## src/rtl/mul_issue_wb.sv

```systemverilog
// Purpose: queues decoded multiply ops, launches them one at a time into the
//   multiply unit, then formats the 128-bit product into a 64-bit writeback result.
// Latency: a push into an empty queue gives mul_start one cycle later; the result
//   is valid from the edge that samples mul_ready.
// Backpressure: in_ready drops when the queue is full. A held result (out_ready low)
//   blocks the next launch.
// Ports: clk/rst (sync, active-high); flush kills queued and in-flight ops;
//   in_* is the dispatcher valid/ready push; mul_* is the start/ready handshake with
//   the unit; out_* is the valid/ready result to writeback.
module mul_issue_wb #(
  parameter int DEPTH = 4,
  parameter int TAG_W = 5
) (
  input  logic             clk,
  input  logic             rst,
  input  logic             flush,
  input  logic             in_valid,
  output logic             in_ready,
  input  logic [63:0]      in_op1,
  input  logic [63:0]      in_op2,
  input  logic [2:0]       in_sel,
  input  logic [TAG_W-1:0] in_tag,
  output logic             mul_start,
  output logic [63:0]      mul_op1,
  output logic [63:0]      mul_op2,
  output logic [2:0]       mul_sel,
  input  logic             mul_ready,
  input  logic [127:0]     mul_prod,
  output logic             out_valid,
  input  logic             out_ready,
  output logic [63:0]      out_result,
  output logic [TAG_W-1:0] out_tag
);

  localparam int PTR_W = (DEPTH > 1) ? $clog2(DEPTH) : 1;
  localparam int CNT_W = PTR_W + 1;

  localparam logic [2:0] SEL_MUL    = 3'd0;
  localparam logic [2:0] SEL_MULH   = 3'd1;
  localparam logic [2:0] SEL_MULHSU = 3'd2;
  localparam logic [2:0] SEL_MULHU  = 3'd3;
  localparam logic [2:0] SEL_MULW   = 3'd4;

  typedef enum logic [1:0] {IDLE, BUSY, HOLD, DRAIN} state_t;

  state_t state, state_nxt;

  // Queue storage (data words need no reset; count/pointers gate all reads).
  logic [63:0]      q_op1 [DEPTH];
  logic [63:0]      q_op2 [DEPTH];
  logic [2:0]       q_sel [DEPTH];
  logic [TAG_W-1:0] q_tag [DEPTH];

  logic [PTR_W-1:0] wr_ptr, rd_ptr;
  logic [CNT_W-1:0] count;
  logic             q_empty;
  logic             push, pop, capture, retire;
  logic [TAG_W-1:0] cur_tag;

  assign in_ready = (count != CNT_W'(DEPTH));
  assign q_empty  = (count == '0);
  // A flush drops a same-cycle push.
  assign push     = in_valid && in_ready && !flush;

  function automatic logic [63:0] fmt_result(input logic [2:0] sel, input logic [127:0] p);
    logic [63:0] r;
    r = '0;
    case (sel)
      SEL_MUL:                         r = p[63:0];
      SEL_MULH, SEL_MULHSU, SEL_MULHU: r = p[127:64];
      SEL_MULW:                        r = {{32{p[31]}}, p[31:0]};
      default:                         r = '0;
    endcase
    return r;
  endfunction

  // Next state and control strobes.
  always_comb begin
    state_nxt = state;
    pop       = 1'b0;
    capture   = 1'b0;
    retire    = 1'b0;
    if (flush) begin
      // A product arriving with the flush has nothing left to wait for.
      if (state == BUSY || state == DRAIN)
        state_nxt = mul_ready ? IDLE : DRAIN;
      else
        state_nxt = IDLE;
    end else begin
      case (state)
        IDLE: begin
          if (!q_empty) begin
            pop       = 1'b1;
            state_nxt = BUSY;
          end
        end
        BUSY: begin
          if (mul_ready) begin
            capture   = 1'b1;
            state_nxt = HOLD;
          end
        end
        HOLD: begin
          if (out_ready) begin
            retire = 1'b1;
            if (!q_empty) begin
              pop       = 1'b1;
              state_nxt = BUSY;
            end else begin
              state_nxt = IDLE;
            end
          end
        end
        DRAIN: begin
          if (mul_ready) state_nxt = IDLE;
        end
        default: state_nxt = IDLE;
      endcase
    end
  end

  always_ff @(posedge clk) begin
    if (rst) state <= IDLE;
    else     state <= state_nxt;
  end

  always_ff @(posedge clk) begin
    if (push) begin
      q_op1[wr_ptr] <= in_op1;
      q_op2[wr_ptr] <= in_op2;
      q_sel[wr_ptr] <= in_sel;
      q_tag[wr_ptr] <= in_tag;
    end
  end

  always_ff @(posedge clk) begin
    if (rst || flush) begin
      wr_ptr <= '0;
      rd_ptr <= '0;
      count  <= '0;
    end else begin
      if (push) wr_ptr <= wr_ptr + PTR_W'(1);
      if (pop)  rd_ptr <= rd_ptr + PTR_W'(1);
      count <= count + CNT_W'(push) - CNT_W'(pop);
    end
  end

  // Launch registers and result capture.
  always_ff @(posedge clk) begin
    if (rst) begin
      mul_start  <= 1'b0;
      mul_op1    <= '0;
      mul_op2    <= '0;
      mul_sel    <= '0;
      cur_tag    <= '0;
      out_valid  <= 1'b0;
      out_result <= '0;
      out_tag    <= '0;
    end else begin
      mul_start <= pop;
      if (pop) begin
        mul_op1 <= q_op1[rd_ptr];
        mul_op2 <= q_op2[rd_ptr];
        mul_sel <= q_sel[rd_ptr];
        cur_tag <= q_tag[rd_ptr];
      end
      if (flush) begin
        out_valid <= 1'b0;
      end else if (capture) begin
        out_valid  <= 1'b1;
        out_result <= fmt_result(mul_sel, mul_prod);
        out_tag    <= cur_tag;
      end else if (retire) begin
        out_valid <= 1'b0;
      end
    end
  end

endmodule

```

## config.mk

```make
export PLATFORM = sky130hd
export DESIGN_NAME = mul_issue_wb
export DESIGN_NICKNAME = d
export VERILOG_FILES = /design/src/rtl/mul_issue_wb.sv
export SDC_FILE = /design/constraint.sdc
export NUM_CORES = 1
export LEC_CHECK = 0
export ABC_AREA = 0
export BUFFER_PORTS_ARGS = -buffer_cell sky130_fd_sc_hd__buf_2
export CORE_MARGIN = 10
export CORE_UTILIZATION = 50
export DETAILED_ROUTE_END_ITERATION = 7
export PLACE_DENSITY_LB_ADDON = 0.25
export SLEW_MARGIN = 20
export SYNTH_ARGS = -nofsm -noshare
export SYNTH_HDL_FRONTEND = slang
export SYNTH_SLANG_ARGS = --single-unit
```

## constraint.sdc

```tcl
create_clock -name clk -period 5.75 [get_ports clk]
set_input_delay 0.575 -clock clk [delete_from_list [all_inputs] [get_ports clk]]
set_output_delay 0.575 -clock clk [all_outputs]
set_load 0.05 [all_outputs]
```

### Word level (Yosys, flattened, before mapping)

Memories as Yosys holds them, arrays and structs flattened. A register that Yosys moved wholly into a read port is not among the register bits.
Index checks and enable logic that the tools add are counted.

| word-level totals | value |
|---|---|
| logic and storage cells | 66 |
| bits in read-only memories | 0 |
| latch bits | 0 |
| bits in writable memories | 544 |
| memories | 4 |
| input bits | 270 |
| register bits after elaboration | 80 |
| output and inout bits | 203 |

| cells by class | value |
|---|---|
| bitwise logic cells | 1 |
| magnitude comparators | 0 |
| reduce and logical (&&, ||, !) cells | 13 |
| muxes and demuxes | 24 |
| shift-type cells | 0 |
| multipliers | 0 |
| equal/unequal tests | 12 |
| divide/modulo/power cells | 0 |
| add/sub/neg operators | 4 |

Memories:

| name | words | bits a word | rd ports | clocked after Yosys merged registers in | write ports | RTL line | RTL |
|---|---|---|---|---|---|---|---|
| q_op1 | 4 | 64 | 1 | 1 | 1 | 49 | `logic [63:0] q_op1 [DEPTH];` |
| q_op2 | 4 | 64 | 1 | 1 | 1 | 50 | `logic [63:0] q_op2 [DEPTH];` |
| q_tag | 4 | 5 | 1 | 1 | 1 | 52 | `logic [TAG_W-1:0] q_tag [DEPTH];` |
| q_sel | 4 | 3 | 1 | 1 | 1 | 51 | `logic [2:0] q_sel [DEPTH];` |

Operators with widths:

| cell | count |
|---|---|
| $pmux W64 S3 | 1 |
| $ne A3 B3 Y1 const B | 5 |
| $mux W1 | 14 |
| $mux W2 | 7 |
| $pmux W2 S4 | 1 |
| $eq A3 B2 Y1 const B | 2 |
| $logic_not A3 Y1 | 2 |
| $add A2 B1 Y2 const B | 2 |
| $eq A2 B2 Y1 const B | 2 |
| $reduce_and A4 Y1 | 1 |
| $add A3 B1 Y3 | 1 |
| $eq A3 B1 Y1 const B | 1 |
| $eq A3 B3 Y1 const B | 1 |
| $reduce_or A3 Y1 | 1 |
| $sub A3 B1 Y3 | 1 |
| $eq A2 B1 Y1 const B | 1 |
| $logic_and A1 B1 Y1 | 2 |
| $logic_not A2 Y1 | 1 |
| $logic_or A1 B1 Y1 | 2 |
| $pmux W1 S2 | 1 |
| $reduce_and A2 Y1 | 1 |
| $reduce_bool A2 Y1 | 1 |
| $reduce_or A2 Y1 | 1 |
| $logic_not A1 Y1 | 1 |
| $not A1 Y1 | 1 |

### Depth between registers and ports, before layout

Gate-level depths: netlist of the first run.

| depth | value |
|---|---|
| depth in word-level cells | 6 |
| depth in mapped cells | 11 |
| depth with buffers taken out | 10 |

### Least setup slack after synthesis of the first run

Ideal clock, no wire load.

| timing | value |
|---|---|
| kind | in2reg |
| start point | in flush |
| end point | mem q_op1[0][0], enable pin |
| required time | 5.239 ns |
| arrival | 4.209 ns |
| cell stages on the path | 3 |
| setup slack | 1.030 ns |
| setup time | 0.511 ns |
| path buffers | 1 |
| cell sequence | buf_2 -> nor3_1 -> and2_1 |

| between the ends | value |
|---|---|
| word-level cells in the longest chain between the ends | 4 |

RTL lines:

| item | RTL line | RTL |
|---|---|---|
| start, declared | 16 | `input logic flush,` |
| $logic_not A1 Y1 | 63 | `assign push = in_valid && in_ready && !flush;` |
| $logic_and A1 B1 Y1 | 63 |  |
| $mux W1 | 128 | `if (push) begin` |
| $mux W1 (not written as such) | 129 | `q_op1[wr_ptr] <= in_op1;` |
| end, declared | 49 |  |

No other way between the ends.

### Worst setup path after layout of the first run

| timing | value |
|---|---|
| start point | reg state[0] |
| end point | reg count[2] |

| between the ends | value |
|---|---|
| word-level cells in the longest chain between the ends | 4 |
| elaborated cells between the ends (all ways) | 5 |
| those cells by class | add/sub (1); eq/ne (1); mux (2); reduce/logical (1) |

RTL lines:

| item | RTL line | RTL |
|---|---|---|
| start, declared | 46 | `state_t state, state_nxt;` |
| start signal, assigned | 124 | `else state <= state_nxt;` |
| $eq A2 B2 Y1 or $logic_not A2 Y1 (tied branches) | 90 | `case (state)` |
| $pmux W1 S2 * | 90 |  |
| $mux W1 * | 83 | `if (flush) begin` |
| $sub A3 B1 Y3 * | 144 | `count <= count + CNT_W'(push) - CNT_W'(pop);` |
| end signal, assigned | 144 |  |
| end, declared | 55 | `logic [CNT_W-1:0] count;` |

Mark *: on every way between the ends. The rest lies on a longest branch, timed or not.
A chain may end at the register's enable or synchronous reset.

==> results.yml, run 1 <==
outcome:
  status: "finished, final reports clean"
logic_synthesis:
  yosysSeqAreaShare: 0.717
  synth_area_leaders: "edfxtp_1 (57%), dfxtp_1 (15%), mux4_2 (11%)"
  syn-mean-instance-area_um2: 17.3
  yosysMostFrequentCell: "edfxtp_1"
  synth_nets: 1943
  synth_warnings: 0
  ys_top_cells_by_count: "edfxtp_1 (544), dfxtp_1 (216), nand2b_1 (137)"
  ys_ff_latch: 760
  synth_edf_count: 544
  synth_ff_type: "edfxtp_1"
  synth.distinct_cells: 44
  synth.cell_area_um2: 28800
  synth_top_area_frac: 0.567
  yosys.area.top_type: "edfxtp_1"
  async_flop_share: 0
  synth_cells: 1666
power_and_ir_drop:
  power.density_nw_per_um2: 348
  p_switching_mw: 2.67
  p_leak_nw: 12.2
  p_total_mw: 12.0
  clock_power_share: 0.422
  power.share.combinational: 0.071
  ir_drop_v: 0.000268
  seqPwrFrac: 0.507
  netSwitchingFraction: 0.223
  p_int_mw: 9.31
die:
  die_w_um: 260
  start_util: 0.508
  rows: 87
  io_pins: 473
  dieArea_um2: 67600
  core_area_um2: 56700
  die_height_um: 260
placement:
  gp_congestion: 0.807
  place_inst: 2786
  portBuffers: 472
  place_ws_ps: 2590
  place_area_um2: 31800
  hpwl_um: 45600
cts:
  cts_max_level: 3
  cts-root-to-sink-buffers: 3
  cts_setup_buffers: 0
  numCtsBuffers: 78
  clkLatencyLatePin_ps: 610
  hold_buffers: 0
  cts_resized: 0
  clockRootBuffer: "clkbuf_16"
  clk_pin_slew_ps: 60
  cts_tree: "done"
  clkSinkCount: 760
setup_path:
  required_ps: 6250
  crit_path_end_kind: "flop"
  path_class: "reg2reg"
  crit_fanout: 16
  crit_path_start_kind: "flop"
  reg2reg_depth: 9
  arrival_ps: 3280
timing:
  setup_ws_ps: 2960
  fin_crit_sh: 0.485
  slew_viol_final: 0
  rsz0062_at_grt: "no"
  fmax_mhz: 359
  hold_violations: 0
  min_period_ps: 2790
  worstMarginPinSlew_ps: 1100
  tns_ps: 0
  slew_headroom: 0.264
  setup_viol: 0
  fin_skew_ps: 22.0
final_layout:
  instances_no_fill: 2947
  post_route_cells_drive_above_1_share: 0.361
  finalInstanceArea_um2: 34400
  area_growth_pct: 19.5
  nets: 2389
global_routing:
  grt.total_usage: 0.210
  grt_pass1_vias: 16835
  grt_max_degree: 137
  antenna_found_initial: 32
  grt_pass1_wl_um: 107000
  grt-ovfl-total: 0
flow_run:
  maxCapViolations: 0
min_path:
  hold_path_class: "in2reg"
  whs_path_depth: 1
routing:
  drtPass1Iterations: 6
  vias: 16547
  post_drt_wl_per_cell_um: 24.6
  via_per_inst: 5.61
  first_iter_violations: 1564
  drc_errors: 0
  routed_wirelength_um: 72400
  ant_nets: 0
[per-stage QoR]
step | util | hold WS, ps
3_5_place_dp | 0.560 | 445
4_1_cts | 0.606 | 131
5_1_grt | 0.607 | 148
6_report | 0.607 | 174
3_3_place_gp | 0.560 | 442
2_1_floorplan | - | 432
[per-layer routing]
layer / vias to the layer above / global-route usage / part of all wire
met5: - / 0 / 0.0022
met4: 26 / 0.0711 / 0.022
met3: 123 / 0.0598 / 0.087
met2: 590 / 0.351 / 0.50
met1: 8324 / 0.258 / 0.39
li1: 7484 / - / -
[critical path: stages, from the launching register on]
cell and delay [ps]:
dfxtp_1 370, or2_1 350, nor3_4 680, ha_1 230, inv_1 50, ha_1 190, fa_1 420, xnor2_1 190
xnor2_1 140, nor2_1 60
[cell usage in the layout, fill, tap and decap left out, drive strengths merged, types with 2 or more instances in the layout]
| cell type | netlist | layout |
|---|---|---|
| diode | 0 | 16 |
| nand3 | 2 | 2 |
| nand3b | 32 | 32 |
| nor2b | 3 | 3 |
| a211oi | 33 | 33 |
| o2bb2ai | 136 | 136 |
| nor2 | 69 | 69 |
| or3b | 32 | 32 |
| or2 | 3 | 3 |
| a21o | 32 | 32 |
| a311oi | 32 | 32 |
| clkinv | 0 | 30 |
| o21ai | 37 | 37 |
| xnor2 | 2 | 2 |
| edfxtp | 544 | 544 |
| and2 | 6 | 6 |
| dfxtp | 216 | 216 |
| clkbuf | 64 | 104 |
| nor3b | 2 | 2 |
| mux4 | 136 | 136 |
| a21oi | 9 | 9 |
| nand2b | 137 | 137 |
| buf | 63 | 492 |
| nor3 | 4 | 4 |
| or3 | 2 | 2 |
| nand2 | 43 | 43 |
| a31oi | 3 | 3 |
| inv | 10 | 12 |
| ha | 6 | 6 |
| bufinv | 0 | 7 |
[final cells by class]
| class | count | area (um^2) |
|---|---|---|
| Fill cell | 4242 | 22300 |
| Timing Repair Buffer | 493 | 2640 |
| Antenna cell | 16 | 40.0 |
| Multi-Input combinational cell | 769 | 7510 |
| Inverter | 10 | 37.5 |
| Clock inverter | 40 | 405 |
| Sequential cell | 760 | 20700 |
| Clock buffer | 103 | 2190 |
| Tap cell | 756 | 946 |
[cells by family (layout without fill, tap and decap cells)]
logic type | count (synthesis) | count (layout) | synth area share
and+or+nand+nor | 340 | 340 | 0.0688
buffers and inverters | 137 | 646 | 0.0236
AOI/OAI and AO/OA | 283 | 283 | 0.0797
DFF | 760 | 760 | 0.717
adders and majority gates | 7 | 7 | 0.00330
other | 0 | 16 | 0
muxes | 137 | 137 | 0.107
xor gates and xnor gates | 2 | 2 | 0.000608
[flip-flops by register name, indices dropped and copies added (netlist names), 3 cells and up]
register and flops:
count 3, cur_tag 5, mul_op1 64, mul_op2 64, mul_sel 3, out_result 64, out_tag 5, q_op1 256
q_op2 256, q_sel 12, q_tag 20
[power by group through the flow]
stage               Sequential (mW)  Clock (mW)  Combinational [mW]
floorplan                      6.37           0               0.372
global placement               6.18           0               0.839
detailed placement             6.19           0               0.858
CTS                            6.07        5.16               0.862
global route                   6.08        5.38               0.915
finish                         6.07        5.05               0.853
[path summary, 6_finish.rpt]
check	slack, ps	from	endpoint
max	2960	state[0]	count[2]
min	170	in_op2[15]	q_op2[2][15]
max reg2reg	2960	state[0]	count[2]
min reg2reg	450	cur_tag[1]	out_tag[1]
(Power assumes the default switching activity.)
==> run 2: changes to the inputs <==
==> constraint.sdc (replaced) <==
create_clock -name clk -period 2.6 [get_ports clk]
set_input_delay 0.26 -clock clk [delete_from_list [all_inputs] [get_ports clk]]
set_output_delay 0.26 -clock clk [all_outputs]
set_load 0.05 [all_outputs]
==> results.yml, run 2 (synthesis gave the netlist of run 1 again) <==
setup_path:
  max_stage_delay_ps: 620
  arrival_ps: 2960
  crit_buf_inv: 1
  cp_top_family: "simple AND/OR/NAND/NOR gates"
  crit_path_start_kind: "flop"
  path_class: "reg2reg"
  crit_fanout: 32
  crit_path_end_kind: "flop"
  cp_slowest_cell: "or2_2"
  required_ps: 3150
  path_cells: "or2_2 > nand3b_1 > a311oi_1 > dlygate4sd3_1"
timing:
  setup_viol: 0
  fin_skew_ps: 17.3
  worstMarginPinSlew_ps: 979
  fmax_mhz: 415
  rsz0062_at_grt: "no"
  setup_ws_ps: 188
  min_period_ps: 2410
  slew_headroom: 0.347
  slew_viol_final: 0
  tns_ps: 0
  fin_crit_sh: 0.928
  hold_violations: 0
routing:
  vias: 17540
  routed_wirelength_um: 75000
  drc_errors: 0
  drtPass1Iterations: 5
  post_drt_wl_per_cell_um: 23.6
  via_per_inst: 5.52
  ant_nets: 0
  first_iter_violations: 1669
global_routing:
  antenna_found_initial: 14
  globalRouteMet2Util: 0.372
  grt.total_usage: 0.218
  top_usage_layer: "met2"
  grt_pass1_vias: 18274
  gr-usage-met1: 0.271
  grt-ovfl-total: 0
  grt_use_met3: 0.0489
  grt_pass1_wl_um: 113000
  grt_max_degree: 137
placement:
  portBuffers: 472
  gp_congestion: 0.861
  place_ws_ps: 7.61
  hpwl_um: 46600
die:
  rows: 87
  core_area_um2: 56700
  dieArea_um2: 67600
  die_height_um: 260
  start_util: 0.508
  die_w_um: 260
  io_pins: 473
outcome:
  status: "finished, final reports clean"
final_layout:
  layout_common_cells: "edfxtp_1 (544), buf_2 (471), dfxtp_1 (213)"
  reg_top3: "q_op1: 256 flops, q_op2: 256 flops"
  final_common_cell: "edfxtp_1"
  post_route_cells_drive_above_1_share: 0.339
  seq_area_um2: 20700
  area_growth_pct: 28.6
  nFillCells: 3940
  multi_input_area_um2: 7510
  nets: 2623
cts:
  clkLatencyLatePin_ps: 620
  clockRootBuffer: "clkbuf_16"
  cts_tree: "done"
  cts_max_level: 3
  numCtsBuffers: 78
  clkSinkCount: 760
  cts_setup_buffers: 0
  clk_pin_slew_ps: 60
  cts-root-to-sink-buffers: 3
power_and_ir_drop:
  ir_drop_v: 0.000653
  p_leak_nw: 13.4
  power.density_nw_per_um2: 731
flow_run:
  maxCapViolations: 0
min_path:
  hold_path_class: "in2reg"
==> run 2: cell types whose count changed in the layout (fill, tap and decap cells not counted), moves of 2 or more <==
cell,previous run,this run
dlygate4sd3_1,0,206
buf_12,7,30
buf_4,12,19
clkbuf_8,11,18
clkinv_2,18,11
clkbuf_1,13,18
clkinv_1,8,3
diode_2,16,12
clkbuf_16,80,82
clkinv_4,2,0
inv_6,2,4
nor3_2,0,2
==> run 2: stage by stage <==
| step | power (mW) | util | cells | hold WS (ps) | instance area [um^2] |
|---|---|---|---|---|---|
| 2_1_floorplan | 14.9 | - | 1666 | 359 | 28800 |
| 3_3_place_gp | 15.6 | 0.569 | 2816 | 439 | 32300 |
| 3_5_place_dp | 15.6 | 0.569 | 2816 | 445 | 32300 |
| 4_1_cts | 27.3 | 0.653 | 3167 | 0.290 | 37000 |
| 5_1_grt | 28.0 | 0.653 | 3177 | 41.3 | 37000 |
| 6_report | 27.1 | 0.653 | 3179 | 37.5 | 37000 |
==> run 2: timing repair <==
item / in CTS / in global routing
hold endpoints to repair: 583 / 0
gates resized for setup: 0 / 2
hold buffers: 206 / 0
endpoints found under the setup margin: 0 / 1
==> run 2: layer usage <==
| layer | wire (um) | share of wire | vias up |
|---|---|---|---|
| li1 | - | - | 7961 |
| met1 | 29600 | 0.39 | 8871 |
| met2 | 38300 | 0.51 | 592 |
| met3 | 5280 | 0.070 | 110 |
| met4 | 1750 | 0.023 | 6 |
| met5 | 28 | 0.00037 | - |
==> run 2: worst reg2reg max path, stage by stage (launching register included) <==
cell,delay (ps)
dfxtp_1,590
or2_2,630
nand3b_1,180
a311oi_1,350
dlygate4sd3_1,600
==> run 2: cell type report <==
type                            instances  area share
Inverter                               10     0.00101
Sequential cell                       760       0.558
Antenna cell                           12    0.000811
Timing Repair Buffer                  727       0.140
Clock inverter                         26     0.00824
Clock buffer                          119      0.0641
Multi-Input combinational cell        769       0.203
Tap cell                              756      0.0255
==> run 2: worst paths after layout <==
path	end	start	cells past startpoint	slack, ps
setup / recovery	out_result[31]	mul_sel[1]	4	190
hold / removal	out_result[53]	mul_prod[117]	4	40
setup reg to reg	out_result[31]	mul_sel[1]	4	190
hold reg to reg	out_tag[3]	cur_tag[3]	2	450
==> run 2: power breakdown <==
group / switching, mW / leakage [nW] / internal (mW)
clock: 4.55 / 1.32 / 6.92
combinational: 1.30 / 5.37 / 0.887
sequential: 0.150 / 6.69 / 13.3
